$ cat src/rtl/cpu_sequencer_if.sv
// Avalon memory-port signals shared by the sequencer (master) and memory (slave).
// Ports: waitrequest (slave->master), mem_read, mem_write, addr_sel (master->slave).
interface cpu_sequencer_if;
  logic waitrequest;
  logic mem_read;
  logic mem_write;
  logic addr_sel;

  modport master (
    input  waitrequest,
    output mem_read,
    output mem_write,
    output addr_sel
  );

  modport slave (
    output waitrequest,
    input  mem_read,
    input  mem_write,
    input  addr_sel
  );
endinterface

$ cat src/rtl/cpu_sequencer.sv
// Multi-cycle FETCH/DECODE/EXEC/MEM/WB/HALT sequencer for the MIPS core.
// Ports: clk, reset_n, bus (Avalon master), is_load, is_store, multdiv,
// halt_req in; state, ir_en, pc_en, wb_en, active out.
// Optional: SEQ_PERF_CNT_EN adds cycle_count / stall_count outputs.
module cpu_sequencer #(
  parameter int unsigned MD_LATENCY = 4
) (
  input  logic                   clk,
  input  logic                   reset_n,
  cpu_sequencer_if.master        bus,
  input  logic                   is_load,
  input  logic                   is_store,
  input  logic                   multdiv,
  input  logic                   halt_req,
  output logic [2:0]             state,
  output logic                   ir_en,
  output logic                   pc_en,
  output logic                   wb_en,
  output logic                   active
`ifdef SEQ_PERF_CNT_EN
  ,
  output logic [31:0]            cycle_count,
  output logic [31:0]            stall_count
`endif
);

  typedef enum logic [2:0] {
    S_FETCH  = 3'd0,
    S_DECODE = 3'd1,
    S_EXEC   = 3'd2,
    S_MEM    = 3'd3,
    S_WB     = 3'd4,
    S_HALT   = 3'd5
  } state_e;

  localparam logic [3:0] MD_LAT = 4'(MD_LATENCY);

  state_e     state_q, state_d;
  logic       active_q, active_d;
  logic [3:0] cnt_q, cnt_d;
  logic       ld_q, ld_d;
  logic       md_hold;

  always_comb begin
    state_d       = state_q;
    cnt_d         = cnt_q;
    ld_d          = ld_q;
    bus.mem_read  = 1'b0;
    bus.mem_write = 1'b0;
    bus.addr_sel  = 1'b0;
    ir_en         = 1'b0;
    pc_en         = 1'b0;
    wb_en         = 1'b0;
    md_hold       = 1'b0;
    // Nothing moves until active is set; this also drops the
    // bus request during and right after reset.
    if (active_q) begin
      unique case (state_q)
        S_FETCH: begin
          bus.mem_read = 1'b1;
          if (!bus.waitrequest) begin
            ir_en   = 1'b1;
            state_d = S_DECODE;
          end
        end
        S_DECODE: begin
          cnt_d   = MD_LAT;
          state_d = S_EXEC;
        end
        S_EXEC: begin
          if (multdiv) begin
            if (cnt_q == 4'd0) begin
              wb_en   = 1'b1;
              pc_en   = 1'b1;
              state_d = S_FETCH;
            end else begin
              md_hold = 1'b1;
              cnt_d   = cnt_q - 4'd1;
            end
          end else if (is_load) begin
            ld_d    = 1'b1;
            state_d = S_MEM;
          end else if (is_store) begin
            ld_d    = 1'b0;
            state_d = S_MEM;
          end else begin
            wb_en   = 1'b1;
            pc_en   = 1'b1;
            state_d = S_FETCH;
          end
        end
        S_MEM: begin
          bus.addr_sel  = 1'b1;
          bus.mem_read  = ld_q;
          bus.mem_write = !ld_q;
          if (!bus.waitrequest) begin
            if (ld_q) begin
              state_d = S_WB;
            end else begin
              pc_en   = 1'b1;
              state_d = S_FETCH;
            end
          end
        end
        S_WB: begin
          wb_en   = 1'b1;
          pc_en   = 1'b1;
          state_d = S_FETCH;
        end
        S_HALT: begin
          state_d = S_HALT;
        end
        default: begin
          state_d = S_FETCH;
        end
      endcase
    end
    if (pc_en && halt_req) begin
      state_d = S_HALT;
    end
    active_d = (state_d != S_HALT);
  end

  always_ff @(posedge clk or negedge reset_n) begin
    if (!reset_n) begin
      state_q  <= S_FETCH;
      active_q <= 1'b0;
      cnt_q    <= 4'd0;
      ld_q     <= 1'b0;
    end else begin
      state_q  <= state_d;
      active_q <= active_d;
      cnt_q    <= cnt_d;
      ld_q     <= ld_d;
    end
  end

  assign state  = state_q;
  assign active = active_q;

`ifdef SEQ_PERF_CNT_EN
  logic [31:0] cyc_q, cyc_d;
  logic [31:0] stl_q, stl_d;
  logic        bus_stall;

  always_comb begin
    bus_stall = bus.waitrequest &&
                (state_q == S_FETCH || state_q == S_MEM);
    cyc_d = cyc_q;
    stl_d = stl_q;
    if (active_q) begin
      cyc_d = cyc_q + 32'd1;
      if (bus_stall || md_hold) begin
        stl_d = stl_q + 32'd1;
      end
    end
  end

  always_ff @(posedge clk or negedge reset_n) begin
    if (!reset_n) begin
      cyc_q <= 32'd0;
      stl_q <= 32'd0;
    end else begin
      cyc_q <= cyc_d;
      stl_q <= stl_d;
    end
  end

  assign cycle_count = cyc_q;
  assign stall_count = stl_q;
`endif

endmodule
$ cat src/flat_wrapper.sv
// flat-port wrapper written by rule: the top's interface ports become plain ports
module cpu_sequencer_flat 
#(
  parameter int unsigned MD_LATENCY = 4
)
  (clk, reset_n, is_load, is_store, multdiv, halt_req, state, ir_en, pc_en, wb_en, active, bus_waitrequest, bus_mem_read, bus_mem_write, bus_addr_sel);
  cpu_sequencer_if bus_i ();
  input  logic clk;
  input  logic reset_n;
  input  logic is_load;
  input  logic is_store;
  input  logic multdiv;
  input  logic halt_req;
  output logic [2:0] state;
  output logic ir_en;
  output logic pc_en;
  output logic wb_en;
  output logic active;
  input wire logic [$bits(bus_i.waitrequest)-1:0] bus_waitrequest;
  output wire logic [$bits(bus_i.mem_read)-1:0] bus_mem_read;
  output wire logic [$bits(bus_i.mem_write)-1:0] bus_mem_write;
  output wire logic [$bits(bus_i.addr_sel)-1:0] bus_addr_sel;
  assign bus_i.waitrequest = bus_waitrequest;
  assign bus_mem_read = bus_i.mem_read;
  assign bus_mem_write = bus_i.mem_write;
  assign bus_addr_sel = bus_i.addr_sel;
  cpu_sequencer #(.MD_LATENCY(MD_LATENCY)) u_core (.clk(clk), .reset_n(reset_n), .bus(bus_i), .is_load(is_load), .is_store(is_store), .multdiv(multdiv), .halt_req(halt_req), .state(state), .ir_en(ir_en), .pc_en(pc_en), .wb_en(wb_en), .active(active));
endmodule
$ cat config.mk
export PLATFORM = sky130hd
export DESIGN_NAME = cpu_sequencer_flat
export DESIGN_NICKNAME = d
export VERILOG_FILES = /design/src/rtl/cpu_sequencer_if.sv /design/src/rtl/cpu_sequencer.sv /design/src/flat_wrapper.sv
export SDC_FILE = /design/constraint.sdc
export NUM_CORES = 1
export LEC_CHECK = 0
export CELL_PAD_IN_SITES_DETAIL_PLACEMENT = 1
export CELL_PAD_IN_SITES_GLOBAL_PLACEMENT = 2
export CORE_UTILIZATION = 28
export DETAILED_ROUTE_END_ITERATION = 7
export PLACE_DENSITY = 0.82
export SLEW_MARGIN = 10
export SYNTH_ARGS = -nofsm -noshare
export SYNTH_HDL_FRONTEND = slang
export SYNTH_SLANG_ARGS = --single-unit
$ cat constraint.sdc
create_clock -name clk -period 2 [get_ports clk]
set_input_delay 0.4 -clock clk [delete_from_list [all_inputs] [get_ports clk]]
set_output_delay 0.4 -clock clk [all_outputs]
set_load 0.01 [all_outputs]
## Word-level counts from Yosys, hierarchy flattened

Cells that the tools add are included.

- Register bits: 9
- Bits in latches: 0
- Bits in writable memories: 0
- Bits in read-only memories: 0
- Input bits: 7
- Word-level logic and storage cells: 56
- Memories: 0

- Add/subtract/negate cells: 1
- Multiply operators: 0
- Div/mod/pow operators: 0
- Magnitude comparators: 0
- Equal/unequal tests: 8
- Shift operators: 0
- Muxes and demuxes: 34
- Bitwise operators: 1
- Reductions and logical operators: 8

Operator list:

| operator | count |
|---|---|
| 3-bit 2-to-1 mux | 8 |
| 1-bit 2-to-1 mux | 18 |
| 3-bit one-hot mux with 5 select lines | 1 |
| 4-bit 2-to-1 mux | 2 |
| 4-bit one-hot mux with 2 select lines | 1 |
| 4-bit AND reduction | 2 |
| 3-bit by 2-bit == test with 1-bit output (second input constant) | 2 |
| 3-bit == test (second input constant) | 2 |
| 4-bit logical NOT | 1 |
| 2-bit != test (second input constant) | 2 |
| 1-bit one-hot mux with 2 select lines | 2 |
| 2-bit nonzero test | 2 |
| 4-bit by 1-bit subtractor with 4-bit output (second input constant) | 1 |
| 3-bit by 1-bit == test with 1-bit output (second input constant) | 1 |
| 3-bit logical NOT | 1 |
| 3-bit != test (second input constant) | 1 |
| 1-bit one-hot mux with 3 select lines | 1 |
| 2-bit 2-to-1 mux | 1 |
| 1-bit logical AND | 1 |
| 1-bit logical NOT | 1 |
| 1-bit inverter | 1 |

## Longest topological paths before layout

Gate-level depths: netlist of run 1.

- Depth in word-level cells: 8
- Mapped depth: 6

## Worst setup path before layout of run 1

OpenSTA, ideal clock, no wires.

- Path type: register to output
- From: register u_core.state_q[2], in the netlist u_core.state[2]
- To: output wb_en
- Arrival time: 1.326 ns
- Slack: 0.274 ns
- Cell stages (with the launch flop): 5
- Path buffers: 0
- Path through: dfrtp_1 > or3b_4 > a21oi_1 > nor2b_1 > nor2b_1

- Longest elaborated chain between the ends: 3
- Elaborated cells between the ends (all ways): 4
- Those cells by class: eq/ne (2); mux (2)

RTL lines:

| element | line | RTL |
|---|---|---|
| from (decl) | cpu_sequencer.sv:38 | `state_e state_q, state_d;` |
| from (signal assigned) | cpu_sequencer.sv:131 | `state_q <= state_d;` |
| 3-bit == test / 3-bit by 2-bit == test with 1-bit output (equally long branches) | cpu_sequencer.sv:58 | `unique case (state_q)` |
| 1-bit one-hot mux with 2 select lines * | cpu_sequencer.sv:58 |  |
| 1-bit 2-to-1 mux * | cpu_sequencer.sv:57 | `if (active_q) begin` |
| to (decl) | flat_wrapper.sv:17 | `output logic wb_en;` |

Mark *: on every way between the ends. The rest lies on a longest branch, timed or not.

## Worst setup path after layout of run 1

- From: register u_core.state_q[0], in the netlist u_core.state[0]
- To: output wb_en

The elaborated chain is that of the path after synthesis.

==> flow_summary.yaml, run 1 <==
layout:
  multiInputGateArea_um2: 510
  fin_nets: 134
  fill_cells: 272
  regArea_um2: 225
  antennaDiodeCount: 0
  layout-drive-gt1-share_pct: 41.6
  final_area_um2: 1160
  syn_to_final_growth_pct: 64.1
setup_path:
  cp_slowest_cell: "or3b_4"
  endpoint_kind: "output port"
  crit_top_cell: "nor2b_1"
  path_cells: "or3b_4, a21oi_4, buf_6, nor2b_1, nor2b_1, buf_2"
  crit_type: "flip-flop to output port"
  slowest_delay_ps: 430
  crit_required_ps: 1600
  crit_arrival_ps: 1670
  crit_path_max_fanout: 3
  cp-start-kind: "flip-flop"
placed_design:
  gp_congestion: 0.820
  io_buffers: 16
  dpl-instance-area_um2: 1050
  place_hpwl_um: 1740
synthesis:
  syn_area_um2: 704
  async_reset_ff_share_pct: 100
  yosysWarningCount: 0
  synth_top_area_share_pct: 32.0
  synth.distinct_cells: 36
  seq_area_frac_synth_pct: 32.0
  yosysMostFrequentCell: "nand2_1"
  synth_area_leaders: "dfrtp_1 (32%), nand2_1 (6.4%), nand2b_1 (4.4%)"
  synth_top_cell_by_area: "dfrtp_1"
  synth_fp_nets: 89
  synth-edff-count: 0
  yosys_register_bits: 9
  synth_ff_type: "dfrtp_1"
  syn_area_per_cell_um2: 8.70
  synthTopCellsByCount: "nand2_1 (12), dfrtp_1 (9), nor2_1 (6)"
  syn_inst: 81
floorplanning:
  die_width_um: 52.2
  io_pins: 17
  core_area_um2: 2300
  die-area_um2: 2720
  std_cell_rows: 17
  die_height_um: 52.2
  initial_core_util_pct: 30.7
routing:
  drc_errors: 0
  drtIter0Drc: 5
  ant_nets: 0
  wire_per_inst_um: 15.3
  drt-pass1-iter-count: 2
  vias: 761
  avgViaCountPerCell: 4.97
  drt_wl_total_um: 2340
clocking:
  holdBufCountCts: 0
  cts_buffers: 3
  cts_tree: "yes"
  clk_path_buf_depth: 2
  root_buffer: "clkbuf_4"
  cts_max_level: 1
  clk_pin_slew_ps: 70
  clock_latency_ps: 270
  cts_num_sinks: 9
global_routing:
  track_usage_pct: 20.2
  antenna_found_initial: 0
  grt_pass1_wl_um: 3940
  grt_max_degree: 12
  grt_pass1_vias: 852
  grt-ovfl-total: 0
sta:
  slew_viol_final: 0
  worst_pin_slew_ps: 437
  timing.final.crit_share_pct: 103
  finalHoldViolations: 0
  rsz0062_at_grt: "yes"
  fin_crit_ps: 2070
  setup_viol: 2
  holdWs_ps: 437
  max_freq_mhz: 484
  slew_headroom_pct: 70.8
  fin_worst_skew_ps: 8.39
  setup_ws_ps: -65.5
job:
  drv_cap: 0
status:
  status: "complete, but fails checks"
  violations: "negative setup slack"
pwr:
  p_leak_nw: 0.546
  p_per_area_nw_per_um2: 1480
  peakVddDrop_mv: 0.724
  p_total_mw: 1.71
min_path:
  hold_class: "input port to async pin"
-- metal layers --
metal,part of all wire [%],vias up,track usage (%)
met1,46,365,25.4
met2,48,15,32.5
li1,-,377,-
met4,0.94,0,6.58
met5,0,-,0
met3,4.5,4,6.14
-- cells in the final DEF (no fill, tap or decap), drive strengths merged --
cell / synthesis / final
nand3: 3 / 3
buf: 3 / 29
dlygate4sd2: 0 / 4
a21o: 1 / 1
and4: 1 / 1
nor3: 6 / 6
nor2b: 4 / 4
a21boi: 1 / 1
ha: 1 / 1
o22ai: 2 / 2
nand2b: 5 / 5
clkbuf: 0 / 7
mux2: 3 / 3
nor2: 6 / 6
nand4bb: 1 / 1
or4b: 1 / 1
o211a: 1 / 1
o32ai: 1 / 1
clkdlybuf4s50: 0 / 7
or3: 1 / 1
inv: 4 / 4
a32oi: 1 / 1
o41ai: 1 / 1
dfrtp: 9 / 9
mux2i: 1 / 1
nand2: 12 / 12
nor3b: 1 / 1
o31ai: 1 / 1
a22o: 1 / 1
a31oi: 1 / 1
a21oi: 4 / 4
o21ai: 2 / 2
or3b: 2 / 2
-- report_power, final --
| part | internal, mW | switching [mW] | total [mW] | leakage [nW] |
|---|---|---|---|---|
| Combinational | 0.641 | 0.607 | 1.25 | 0.422 |
| Sequential | 0.257 | 0.0573 | 0.315 | 0.109 |
| Clock | 0.0770 | 0.0674 | 0.144 | 0.0150 |
-- layout make-up --
cell class | count | share of cell area [%]
Timing Repair Buffer | 43 | 29.8
Multi-Input combinational cell | 65 | 44.2
Tap cell | 28 | 3.03
Clock buffer | 4 | 2.27
Inverter | 4 | 1.30
Sequential cell | 9 | 19.5
-- sequential cells by signal, summed over array words and instances (netlist names) --
| signal | count |
|---|---|
| u_core.active | 1 |
| u_core.ld_q | 1 |
| u_core.state | 3 |
| u_core.cnt_q | 4 |
-- critical path: cells and delay by family, from the launching register on --
kind,cells,cell delay (ps)
AO/OA/AOI/OAI,1,160
buffers and inverters,2,260
flip-flops,1,400
AND/OR/NAND/NOR,3,580
-- worst paths after layout --
kind,from,endpoint,slack (ps),cells after the start
hold / removal,reset_n,u_core.cnt_q[0]$_DFFE_PN0P_,440,1
setup reg to reg,u_core.cnt_q[0]$_DFFE_PN0P_,u_core.cnt_q[0]$_DFFE_PN0P_,150,8
min in group clk,is_load,u_core.ld_q$_DFFE_PN0P_,620,3
max in group asynchronous,reset_n,u_core.state[2]$_DFF_PN0_,1250,1
hold reg to reg,u_core.cnt_q[0]$_DFFE_PN0P_,u_core.cnt_q[0]$_DFFE_PN0P_,630,2
setup / recovery,u_core.state[0]$_DFF_PN0_,wb_en,-70,6
-- cell families (layout without fill, tap and decap cells) --
kind of cell	after synthesis	in the layout	share of synthesized area, %
compound gates	17	17	20.1
fa+ha+maj	1	1	1.78
flops	9	9	32.0
simple gates	43	43	35.3
buf+inv	7	51	4.62
mux	4	4	6.22
-- per-stage QoR --
step / util, % / instances / TNS [ps] / worst slack [ps]
CTS: 51.0 / 154 / -122 / -113
detailed placement: 45.6 / 144 / -1620 / -701
global placement: 45.6 / 144 / -1520 / -648
global route: 50.3 / 153 / -219 / -112
finish: 50.3 / 153 / -92.7 / -65.5
floorplan: - / 81 / 0 / 274
-- repair_timing --
item,CTS,global route
buffers inserted,7,0
pin swaps,6,3
endpoints found under the setup margin,6,6
gates resized for setup,28,7
No activity file was read; power rests on OpenSTA's default activity.
==> run 2: changes to the inputs <==
Settings changed: GPL_ROUTABILITY_DRIVEN set to 1.
==> results of run 2 <==
Final layout, timing and power as in run 1 (identical DEF).
==> run 3: changes to the inputs <==
--- a/config.mk
+++ b/config.mk
@@ -9,6 +9,7 @@
 export CELL_PAD_IN_SITES_GLOBAL_PLACEMENT = 2
-export CORE_UTILIZATION = 28
+export CORE_UTILIZATION = 29
+export CTS_BUF_LIST = sky130_fd_sc_hd__clkbuf_8
 export DETAILED_ROUTE_END_ITERATION = 7
 export GPL_ROUTABILITY_DRIVEN = 1
-export PLACE_DENSITY = 0.82
+export PLACE_DENSITY = 0.84
 export SLEW_MARGIN = 10
==> constraint.sdc (replaced) <==
create_clock -name clk -period 2 [get_ports clk]
set_input_delay 0.2 -clock clk [delete_from_list [all_inputs] [get_ports clk]]
set_output_delay 0.2 -clock clk [all_outputs]
set_load 0.01 [all_outputs]
==> flow_summary.yaml, run 3 (synthesis gave the netlist of run 1 again) <==
global_routing:
  grt_max_degree: 11
  grt_pass1_vias: 715
  antenna_found_initial: 0
  track_usage_pct: 17.4
  grt-ovfl-total: 0
  grt_pass1_wl_um: 3260
job:
  drv_cap: 0
pwr:
  p_comb_share_pct: 64.1
  clock_power_share_pct: 14.3
  peakVddDrop_mv: 0.607
  p_int_mw: 0.889
  p_leak_nw: 0.489
  p_per_area_nw_per_um2: 1460
  p_sw_mw: 0.633
  switching_share_pct: 41.6
  seqPwrFrac_pct: 21.6
layout:
  fin_cells: 138
  fill_cells: 281
  final_cell_mix: "nand2_1 (12), clkdlybuf4s50_1 (12), buf_4 (12)"
  final_area_um2: 1040
  fin_nets: 119
  largest_register: "u_core.cnt_q"
  largest_reg_flops: 4
  syn_to_final_growth_pct: 47.6
  layout-drive-gt1-share_pct: 27.3
  antennaDiodeCount: 0
sta:
  setup_viol: 0
  max_freq_mhz: 529
  finalHoldViolations: 0
  slew_headroom_pct: 70.8
  fin_crit_ps: 1890
  timing.final.crit_share_pct: 94.5
  slew_viol_final: 0
  worst_pin_slew_ps: 436
  rsz0062_at_grt: "no"
  setup_ws_ps: 110
  fin_worst_skew_ps: 5.25
floorplanning:
  die-area_um2: 2630
  io_pins: 17
  die_width_um: 51.3
  core_area_um2: 2250
  initial_core_util_pct: 31.2
  std_cell_rows: 17
  die_height_um: 51.3
routing:
  avgViaCountPerCell: 5.16
  wire_per_inst_um: 13.9
  ant_nets: 0
  wl_met2_um: 883
  dr_wl_met3_um: 66
  drt_wl_total_um: 1930
  drtIter0Drc: 4
  drt-pass1-iter-count: 2
  drt-met1-wl_um: 947
  vias: 712
  drc_errors: 0
  highest_layer: "met4"
min_path:
  hold_class: "input port to async pin"
setup_path:
  rrSetupSlack_ps: 300
  crit_type: "flip-flop to output port"
  endpoint_kind: "output port"
  crit_path_max_fanout: 4
  cp-start-kind: "flip-flop"
  crit_arrival_ps: 1690
  crit_required_ps: 1800
clocking:
  cts_setup_buffers: 0
  cts_num_sinks: 9
  clock_latency_ps: 240
  clk_pin_slew_ps: 50
  root_buffer: "clkbuf_8"
  cts_buffers: 3
  clk_path_buf_depth: 2
  cts_max_level: 1
  cts_tree: "yes"
placed_design:
  dp_slack_ps: -256
  dp.cells: 134
  gp_congestion: 0.751
  place_hpwl_um: 1560
  io_buffers: 16
  dpl-instance-area_um2: 972
status:
  status: "complete, no violations"
[run 3: cell count changes in the layout (fill, tap and decap cells not counted), moves of 2 or more]
cell	delta
buf_2	-2
buf_4	-12
buf_6	-3
clkbuf_2	-2
clkbuf_4	-3
clkbuf_8	+3
clkdlybuf4s50_1	+5
dlygate4sd2_1	-3
dlymetal6s2s_1	+2
[run 3: per-stage QoR]
stage               utilization, %  power [mW]  setup TNS, ps  hold WS, ps
CTS                           45.2        1.53              0          282
global route                  46.1        1.66              0          304
floorplan                        -       0.908              0        -95.6
detailed placement            43.1        1.30           -493          521
finish                        46.1        1.52              0          270
global placement              43.1        1.27           -445          510
[run 3: worst paths after layout]
kind                                             startpoint                          end  cells past startpoint
worst max-delay path              u_core.state[0]$_DFF_PN0_                        pc_en                      5
worst min-delay path                                reset_n      u_core.ld_q$_DFFE_PN0P_                      1
worst max register to register  u_core.cnt_q[1]$_DFFE_PN0P_  u_core.cnt_q[1]$_DFFE_PN0P_                      6
worst min register to register  u_core.cnt_q[1]$_DFFE_PN0P_  u_core.cnt_q[1]$_DFFE_PN0P_                      1
max in group asynchronous                           reset_n      u_core.active$_DFF_PN0_                      1
min in group clk                u_core.cnt_q[1]$_DFFE_PN0P_  u_core.cnt_q[1]$_DFFE_PN0P_                      1
[run 3: layer usage]
metal  up-vias  GRT usage, %
met5         -             0
met4         0          5.41
met3         5          5.36
met2        10          28.3
met1       349          21.8
li1        348             -
[run 3: area by class of cell]
class,count,area (µm²),share of cell area [%]
Timing Repair Buffer,28,249,23.9
Sequential cell,9,225,21.7
Multi-Input combinational cell,65,469,45.1
Clock inverter,1,5.00,0.481
Tap cell,28,35.0,3.37
Inverter,4,15.0,1.44
Clock buffer,3,41.3,3.97
[run 3: repair_timing]
item	CTS	global route
endpoints found under the setup margin	2	4
resized for setup	3	6
hold buffers	0	0
hold endpoints to repair	0	0
pin swaps	0	2
[run 3: worst max-delay path: stages (launching register included)]
cell	delay, ps
dfrtp_1	390
buf_4	150
or3b_4	410
o41ai_2	80
o211a_1	170
dlygate4sd2_1	250
[run 3: power by group through the flow]
| stage | logic [mW] | registers, mW | clock network [mW] |
|---|---|---|---|
| 4_1_cts | 0.968 | 0.329 | 0.229 |
| 3_3_place_gp | 0.943 | 0.327 | 0 |
| 2_1_floorplan | 0.572 | 0.336 | 0 |
| 6_report | 0.975 | 0.329 | 0.217 |
| 3_5_place_dp | 0.969 | 0.332 | 0 |
| 5_1_grt | 1.08 | 0.343 | 0.236 |
